[config.mk]
export PLATFORM = sky130hd
export DESIGN_NAME = branch_resolve_unit
export DESIGN_NICKNAME = d
export VERILOG_FILES = /design/src/rtl/branch_resolve_unit.sv
export SDC_FILE = /design/constraint.sdc
export NUM_CORES = 1
export LEC_CHECK = 0
export CAP_MARGIN = 0
export CORE_ASPECT_RATIO = 2
export CORE_MARGIN = 2
export CORE_UTILIZATION = 53
export DETAILED_ROUTE_END_ITERATION = 12
export PLACE_DENSITY_LB_ADDON = 0.15
export SLEW_MARGIN = 20
export SYNTH_ARGS = -nofsm -noshare
export SYNTH_HDL_FRONTEND = slang
export SYNTH_SLANG_ARGS = --single-unit
[constraint.sdc]
create_clock -name clk -period 7.15 [get_ports clk]
set_input_delay 1.0725 -clock clk [delete_from_list [all_inputs] [get_ports clk]]
set_output_delay 1.0725 -clock clk [all_outputs]
set_load 0.01 [all_outputs]
[src/rtl/branch_resolve_unit.sv]
// EX-stage branch resolution: computes real outcome/target, flags mispredicts,
// masks the wrong-path shadow and trains the 2-bit BHT read by the IF predictor.
module branch_resolve_unit #(
    parameter int IDX_W       = 4,
    parameter int FLUSH_DEPTH = 3
) (
    input  logic        clk,
    input  logic        rst,
    input  logic        ex_valid,
    input  logic        stall,
    input  logic [6:0]  ex_opcode,
    input  logic [2:0]  ex_funct3,
    input  logic [31:0] ex_pc,
    input  logic [31:0] ex_rs1_data,
    input  logic [31:0] ex_rs2_data,
    input  logic [31:0] ex_imm,
    input  logic        ex_pred_taken,
    input  logic [31:0] ex_pred_target,
    input  logic [31:0] if_pc,
    output logic        if_bht_taken,
    output logic        res_valid,
    output logic        pc_Sel,
    output logic        redirect,
    output logic [31:0] redirect_pc,
    output logic [31:0] br_count,
    output logic [31:0] mis_count
);
    localparam logic [6:0] OP_BRANCH = 7'b1100011;
    localparam logic [6:0] OP_JAL    = 7'b1101111;
    localparam logic [6:0] OP_JALR   = 7'b1100111;
    localparam int CNT_W = (FLUSH_DEPTH > 1) ? $clog2(FLUSH_DEPTH) : 1;

    typedef enum logic [1:0] {IDLE, REDIRECT, SHADOW} state_t;

    state_t             state, state_nxt;
    logic [CNT_W-1:0]   shadow_cnt, shadow_nxt;
    logic [1:0]         bht [2**IDX_W];

    logic               is_br, is_jal, is_jalr, is_cf;
    logic               cond, cond_ok, taken, mispred, resolve, train;
    logic [31:0]        target;
    logic [IDX_W-1:0]   bht_idx;
    logic               unused_if_pc;

    assign is_br   = (ex_opcode == OP_BRANCH);
    assign is_jal  = (ex_opcode == OP_JAL);
    assign is_jalr = (ex_opcode == OP_JALR);
    assign is_cf   = is_br | is_jal | is_jalr;

    always_comb begin
        cond    = 1'b0;
        cond_ok = 1'b1;
        case (ex_funct3)
            3'b000:  cond = (ex_rs1_data == ex_rs2_data);
            3'b001:  cond = (ex_rs1_data != ex_rs2_data);
            3'b100:  cond = ($signed(ex_rs1_data) <  $signed(ex_rs2_data));
            3'b101:  cond = ($signed(ex_rs1_data) >= $signed(ex_rs2_data));
            3'b110:  cond = (ex_rs1_data <  ex_rs2_data);
            3'b111:  cond = (ex_rs1_data >= ex_rs2_data);
            default: cond_ok = 1'b0;
        endcase
    end

    assign taken   = is_br ? cond : 1'b1;
    assign target  = is_jalr ? ((ex_rs1_data + ex_imm) & ~32'd1) : (ex_pc + ex_imm);
    assign mispred = (taken != ex_pred_taken) |
                     (taken & ex_pred_taken & (target != ex_pred_target));
    assign resolve = ex_valid & ~stall & (state == IDLE) & is_cf;
    assign train   = resolve & is_br & cond_ok;
    assign bht_idx = ex_pc[IDX_W+1:2];

    // Pre-write read: a same-cycle training write is not forwarded.
    assign if_bht_taken = bht[if_pc[IDX_W+1:2]][1];
    assign unused_if_pc = ^{if_pc[31:IDX_W+2], if_pc[1:0]};

    // Shadow progresses even under stall so the flush window is time-based.
    always_comb begin
        state_nxt  = state;
        shadow_nxt = shadow_cnt;
        case (state)
            IDLE: begin
                if (resolve && mispred) state_nxt = REDIRECT;
            end
            REDIRECT: begin
                if (FLUSH_DEPTH > 1) begin
                    state_nxt  = SHADOW;
                    shadow_nxt = CNT_W'(FLUSH_DEPTH - 1);
                end else begin
                    state_nxt = IDLE;
                end
            end
            SHADOW: begin
                shadow_nxt = (shadow_cnt != '0) ? shadow_cnt - 1'b1 : '0;
                if (shadow_cnt <= CNT_W'(1)) state_nxt = IDLE;
            end
            default: state_nxt = IDLE;
        endcase
    end

    always_ff @(posedge clk) begin
        if (rst) begin
            state       <= IDLE;
            shadow_cnt  <= '0;
            res_valid   <= 1'b0;
            pc_Sel      <= 1'b0;
            redirect    <= 1'b0;
            redirect_pc <= 32'd0;
            br_count    <= 32'd0;
            mis_count   <= 32'd0;
            for (int i = 0; i < 2**IDX_W; i++) bht[i] <= 2'b01;
        end else begin
            state       <= state_nxt;
            shadow_cnt  <= shadow_nxt;
            res_valid   <= resolve;
            pc_Sel      <= resolve & taken;
            redirect    <= resolve & mispred;
            redirect_pc <= (resolve && mispred) ? (taken ? target : ex_pc + 32'd4) : 32'd0;
            if (resolve)            br_count  <= br_count + 32'd1;
            if (resolve && mispred) mis_count <= mis_count + 32'd1;
            if (train) begin
                if (taken && bht[bht_idx] != 2'b11)       bht[bht_idx] <= bht[bht_idx] + 2'b01;
                else if (!taken && bht[bht_idx] != 2'b00) bht[bht_idx] <= bht[bht_idx] - 2'b01;
            end
        end
    end
endmodule

Word level (Yosys, flattened, before mapping)
Memories as Yosys holds them, arrays and structs flattened. Index checks and enable logic that the tools add are counted.

Memories kept: 1. Input bits: 207. Output and inout port bits: 100. Logic and storage cells: 92. Bits in writable memories: 32. Register bits after elaboration: 103.

Memory list: bht (words 16, width 2, rd ports 2, clocked after memory_dff 0, write ports 16, line 37) `logic [1:0] bht [2**IDX_W];`.

Bitwise logic cells: 15. $lt $le $gt $ge: 5. Reduce and logical (&&, ||, !) cells: 13. Equality and inequality tests: 17. Multiplexer cells: 25. Add/sub/neg operators: 8.

Operators by type and width (count): $add 32x1->32 const B (2); $add 32x32->32 (2); $ge 32x32->1 (2); $lt 32x32->1 (2); $mux 32 (2); $ne 32x32->1 (2); $add 32x3->32 const B (1); $eq 32x32->1 (1); $eq 7x7->1 const B (3); $mux 1 (14); $eq 3x3->1 const B (4); $mux 2 (5); $and 1x1->1 (9); $pmux 1 s6 (1); $pmux 2 s3 (1); $reduce_bool 2->1 (3); $reduce_or 6->1 (1); $mux 4 (1); $ne 2x2->1 const B (2); $or 1x1->1 (4); $pmux 2 s2 (1); $reduce_or 2->1 (2); $sub 2x1->2 const B (2); $eq 3x1->1 const B (1); other kinds (12) (15).

Logic depth before layout (Yosys ltp)
Depth after elaboration: 13. Mapped depth: 27. Gate-level depth less buffers: 24.

Least setup slack after synthesis
OpenSTA, ideal clock, no wires.

Kind: input port to flip-flop. Start: input ex_rs2_data[9]. End: register mis_count[17]. Data required time: 7029 ps. Stages on the path: 26. Setup time: 121 ps. Arrival: 6030 ps. Slack: 998 ps. Path buffers: 2. Cells stage by stage: inv_1 -> ha_1 -> a21o_1 -> a21o_1 -> a211oi_1 -> o21ai_0 -> a41oi_1 -> o31ai_1 -> nor4_1 -> o21ai_0 -> and3_1 -> nor2_1 -> clkinv_1 -> clkbuf_1 -> ha_1 -> and4b_1 -> o22ai_1 -> nand4b_1 -> a2111oi_0 -> nand4_1 -> a2111oi_2 -> nand4_1 -> o22ai_4 -> buf_6 -> nor4_1 -> mux2_4.

Word-level cells in the longest chain between the ends: 7. Elaborated cells on any way between the ends: 13. Those cells by class: order compare: 4; eq/ne: 3; mux: 2; bitwise: 3; reduce/logical: 1.

Ends and longest elaborated chain: from (decl) (line 15) `input logic [31:0] ex_rs2_data,`; $ge 32x32->1 (tied with other cells) (line 59) `3'b111: cond = (ex_rs1_data >= ex_rs2_data);`; $pmux 1 s6 * (line 53) `case (ex_funct3)`; $mux 1 * (line 64) `assign taken = is_br ? cond : 1'b1;`; $and 1x1->1 (2 in a row) (line 67) `(taken & ex_pred_taken & (target != ex_pred_target));`; $or 1x1->1 * (line 66) `assign mispred = (taken != ex_pred_taken) |`; $logic_and 1x1->1 * (line 119) `if (resolve && mispred) mis_count <= mis_count + 32'd1;`; to (signal assigned) (line 119); to (decl) (line 26) `output logic [31:0] mis_count`.

Mark *: on every way between the ends. The rest lies on a longest branch, timed or not. A chain may end at the register's enable or synchronous reset.

Final worst setup path
Start: input ex_rs1_data[1]. End: register mis_count[25].

Word-level cells in the longest chain between the ends: 7. Elaborated cells on any way between the ends: 16. Those cells by class: add/sub: 1; order compare: 4; eq/ne: 4; mux: 3; bitwise: 3; reduce/logical: 1.

Ends and longest elaborated chain: from (decl) (line 14) `input logic [31:0] ex_rs1_data,`; parallel branches: the longest is 5 deep, another holds $add 32x32->32; $or 1x1->1 * (line 66); $logic_and 1x1->1 * (line 119).

Mark *: on every way between the ends.

==> out/results.ini <==
[timing]
timing.final.crit_share_pct=93.49
tightest_slew_ns=1.210
report.final.slew_viol_count=0
max_freq_ghz=0.1496
fin_tns_setup_ns=0
finalCriticalPeriod_ns=6.685
slew_headroom_pct=19.00
clock_skew_ns=0.01652
hold_slack_ns=0.4909
rsz0062_at_grt=no
setup_viol=0
final_hold_viol_count=0

[cells_and_area]
n_fill_cell=2195
finalNetCount=2308
design_area_mm2=0.01749
fin_util_pct=68.17
area_growth_pct=26.54
drive_gt1_share_pct=6.624

[setup_path]
critPathCaptureType=flip-flop
r2r_cells=7
crit_cells=26
r2r-end=bht[5][1]$_SDFFCE_PN0P_
critical_path_class=input port to flip-flop
crit_path_end=mis_count[25]$_SDFFE_PP0P_
crit_path_start_kind=input port
slowest_stage=clkdlybuf4s50_1
critPathMaxFanout=36
cp.required_ns=7.48
critPathArrivalTime_ns=7.02
cp-startpoint=ex_rs1_data[1]
reg2reg_from=bht[11][0]$_SDFFCE_PN1P_
reg2reg_slack_ns=3.46
max_stage_delay_ns=0.52
path_buf_inv=4
crit_family=compound AO/OA/AOI/OAI gates

[grt]
grt_pass1_wl_mm=85.64
first_global_vias=15410
grt_max_degree=92
antenna_found_initial=1
grtUsageMet3_pct=7.024
gr-usage-all-layers_pct=40.91
grt.overflow.total=0
busiest_layer=met2
use_met2_pct=74.19
grt_use_met1_pct=35.52

[clocking]
clk_latency_ns=0.45
cts-root-buf=clkbuf_16
htree_levels=4
clk_pin_slew_ns=0.06
cts_sinks=135
hold_buffers=0
cts-buffers-inserted=17
clockBufferDepth=2
tritoncts=yes

[pwr]
vdd.ir_drop.worst_mv=0.2395
p_per_area_mw_per_mm2=150.7
leakagePower_nw=6.673
p_total_mw=2.635

[floorplan]
initial_core_util_pct=53.87
die_w_um=118.2
dieArea_mm2=0.02746
core-area_mm2=0.02565
die_h_um=232.4
pin_count=307
std_cell_rows=83

[place]
hpwlAfterDp_mm=45.37
gp_congestion=1.011
placed_area_mm2=0.01684
port_buffers=278

[hold_path]
min_path_type=flip-flop to flip-flop

[route]
wl_per_cell_um=24.30
drtIter0Drc=934
dr_total_vias=15330
ant_nets=0
drt-pass1-iter-count=6
routed_wl_mm=57.08
drc=0
vias_per_cell=6.527

[synth]
ys_ff_latch=135
syn_area_mm2=0.01382
ys_types=103
ys_seq_area_share_pct=21.88
syn_area_per_cell_um2=7.816
synth-main-ff-cell=dfxtp_1
synth_edf_count=32
synth_warnings=0
async_flop_share_pct=0
synthCells=1768
synth_nets=2081

[status]
outcome=finished, final reports clean

[job]
max-cap-violations=0

-- tightest hold or removal path: stages, from the launching register on --
cell and delay, ns:
dfxtp_1 0.31, o21ai_0 0.07, a21oi_1 0.06
-- synthesized netlist by cell type (all sizes together), types with 48 or more instances --
library cell,count,area share [%]
dfxtp,103,15
nand2,158,4.3
nor2,161,4.4
and3,49,2.2
xor2,62,3.9
ha,104,9.4
nand4,53,2.4
inv,68,1.8
o21ai,78,2.8
nor3,48,1.7
nand3,90,3.3
clkbuf,63,1.7
a21oi,117,4.3
-- placed cells by master (no fill, tap or decap), types with 12 or more instances in the layout --
cell type and instances:
a211oi_1 45, a21o_1 29, a21oi_1 116, a31oi_1 12
and2_1 17, and3_1 49, and4_1 12, buf_4 20
clkbuf_16 17, clkdlybuf4s50_1 277, dfxtp_1 103, edfxtp_1 32
ha_1 104, inv_1 67, mux2i_1 17, mux4_2 15
nand2_1 157, nand2b_1 17, nand3_1 90, nand4_1 52
nor2_1 159, nor2b_1 25, nor3_1 48, nor3b_1 12
nor4_1 17, o211ai_1 21, o21a_1 13, o21ai_0 74
o311ai_0 16, o31ai_1 21, or2_2 24, or3_1 24
xnor2_1 43, xor2_1 62
-- state kept, by name, summed over array words and instances (netlist names) --
register     count
redirect         1
bht             32
pc_Sel           1
mis_count       32
br_count        32
shadow_cnt       2
res_valid        1
state            2
redirect_pc     32
-- how the worst min path moves through the flow --
stage	endpoint	startpoint	depth (start not counted)
6_report	shadow_cnt[1]$_SDFFE_PP0P_	shadow_cnt[1]$_SDFFE_PP0P_	2
4_1_cts	shadow_cnt[1]$_SDFFE_PP0P_	shadow_cnt[1]$_SDFFE_PP0P_	2
3_5_place_dp	shadow_cnt[1]$_SDFFE_PP0P_	shadow_cnt[1]$_SDFFE_PP0P_	2
2_1_floorplan	shadow_cnt[1]$_SDFFE_PP0P_	shadow_cnt[1]$_SDFFE_PP0P_	2
3_3_place_gp	shadow_cnt[1]$_SDFFE_PP0P_	shadow_cnt[1]$_SDFFE_PP0P_	2
5_1_grt	br_count[1]$_SDFFE_PP0P_	br_count[1]$_SDFFE_PP0P_	2
-- cell families after synthesis --
kind of cell	count (synthesis)	synth area share, %
AO/OA/AOI/OAI	462	23.36
flip-flops	135	21.88
XOR/XNOR	110	7.479
adder cells (fa/ha/maj)	106	9.707
multiplexers	45	4.763
AND/OR/NAND/NOR	748	28.03
buffers and inverters	162	4.781
-- timing repair --
action | 4_1_cts | 5_1_grt
endpoints found under the setup margin | 0 | 67
hold endpoints to repair | 0 | 0
gates resized for setup | 0 | 2
buffers inserted | 0 | 1
-- stage by stage --
stage	setup slack (ns)	std cells
final	0.4653	2349
after global routing	0.01832	2348
after CTS	0.4557	2347
after detailed placement	0.01059	2315
after global placement	0.1166	2315
after floorplan	0.9984	1768
-- where the power goes --
group	total [mW]	internal, mW	switching [mW]
Sequential	0.788	0.785	0.00353
Clock	0.912	0.476	0.436
Combinational	0.934	0.374	0.560
-- metal layers --
| metal | vias to the layer above | wire (µm) |
|---|---|---|
| met4 | 2 | 7417 |
| met3 | 273 | 3225 |
| met2 | 734 | 28910 |
| li1 | 7102 | - |
| met5 | - | 13 |
| met1 | 7221 | 17510 |
-- final cells by class --
cell class | instances | area (µm²) | area share (%)
diodes | 1 | 2.502 | 0.01431
repair buffers | 301 | 2988 | 17.09
well taps | 340 | 425.4 | 2.433
clock buffers | 17 | 425.4 | 2.433
multi-input cells | 1471 | 10160 | 58.10
flip-flops and latches | 135 | 3023 | 17.29
inverters | 69 | 259.0 | 1.481
clock inverters | 15 | 203.9 | 1.166
(Power assumes the default switching activity.)
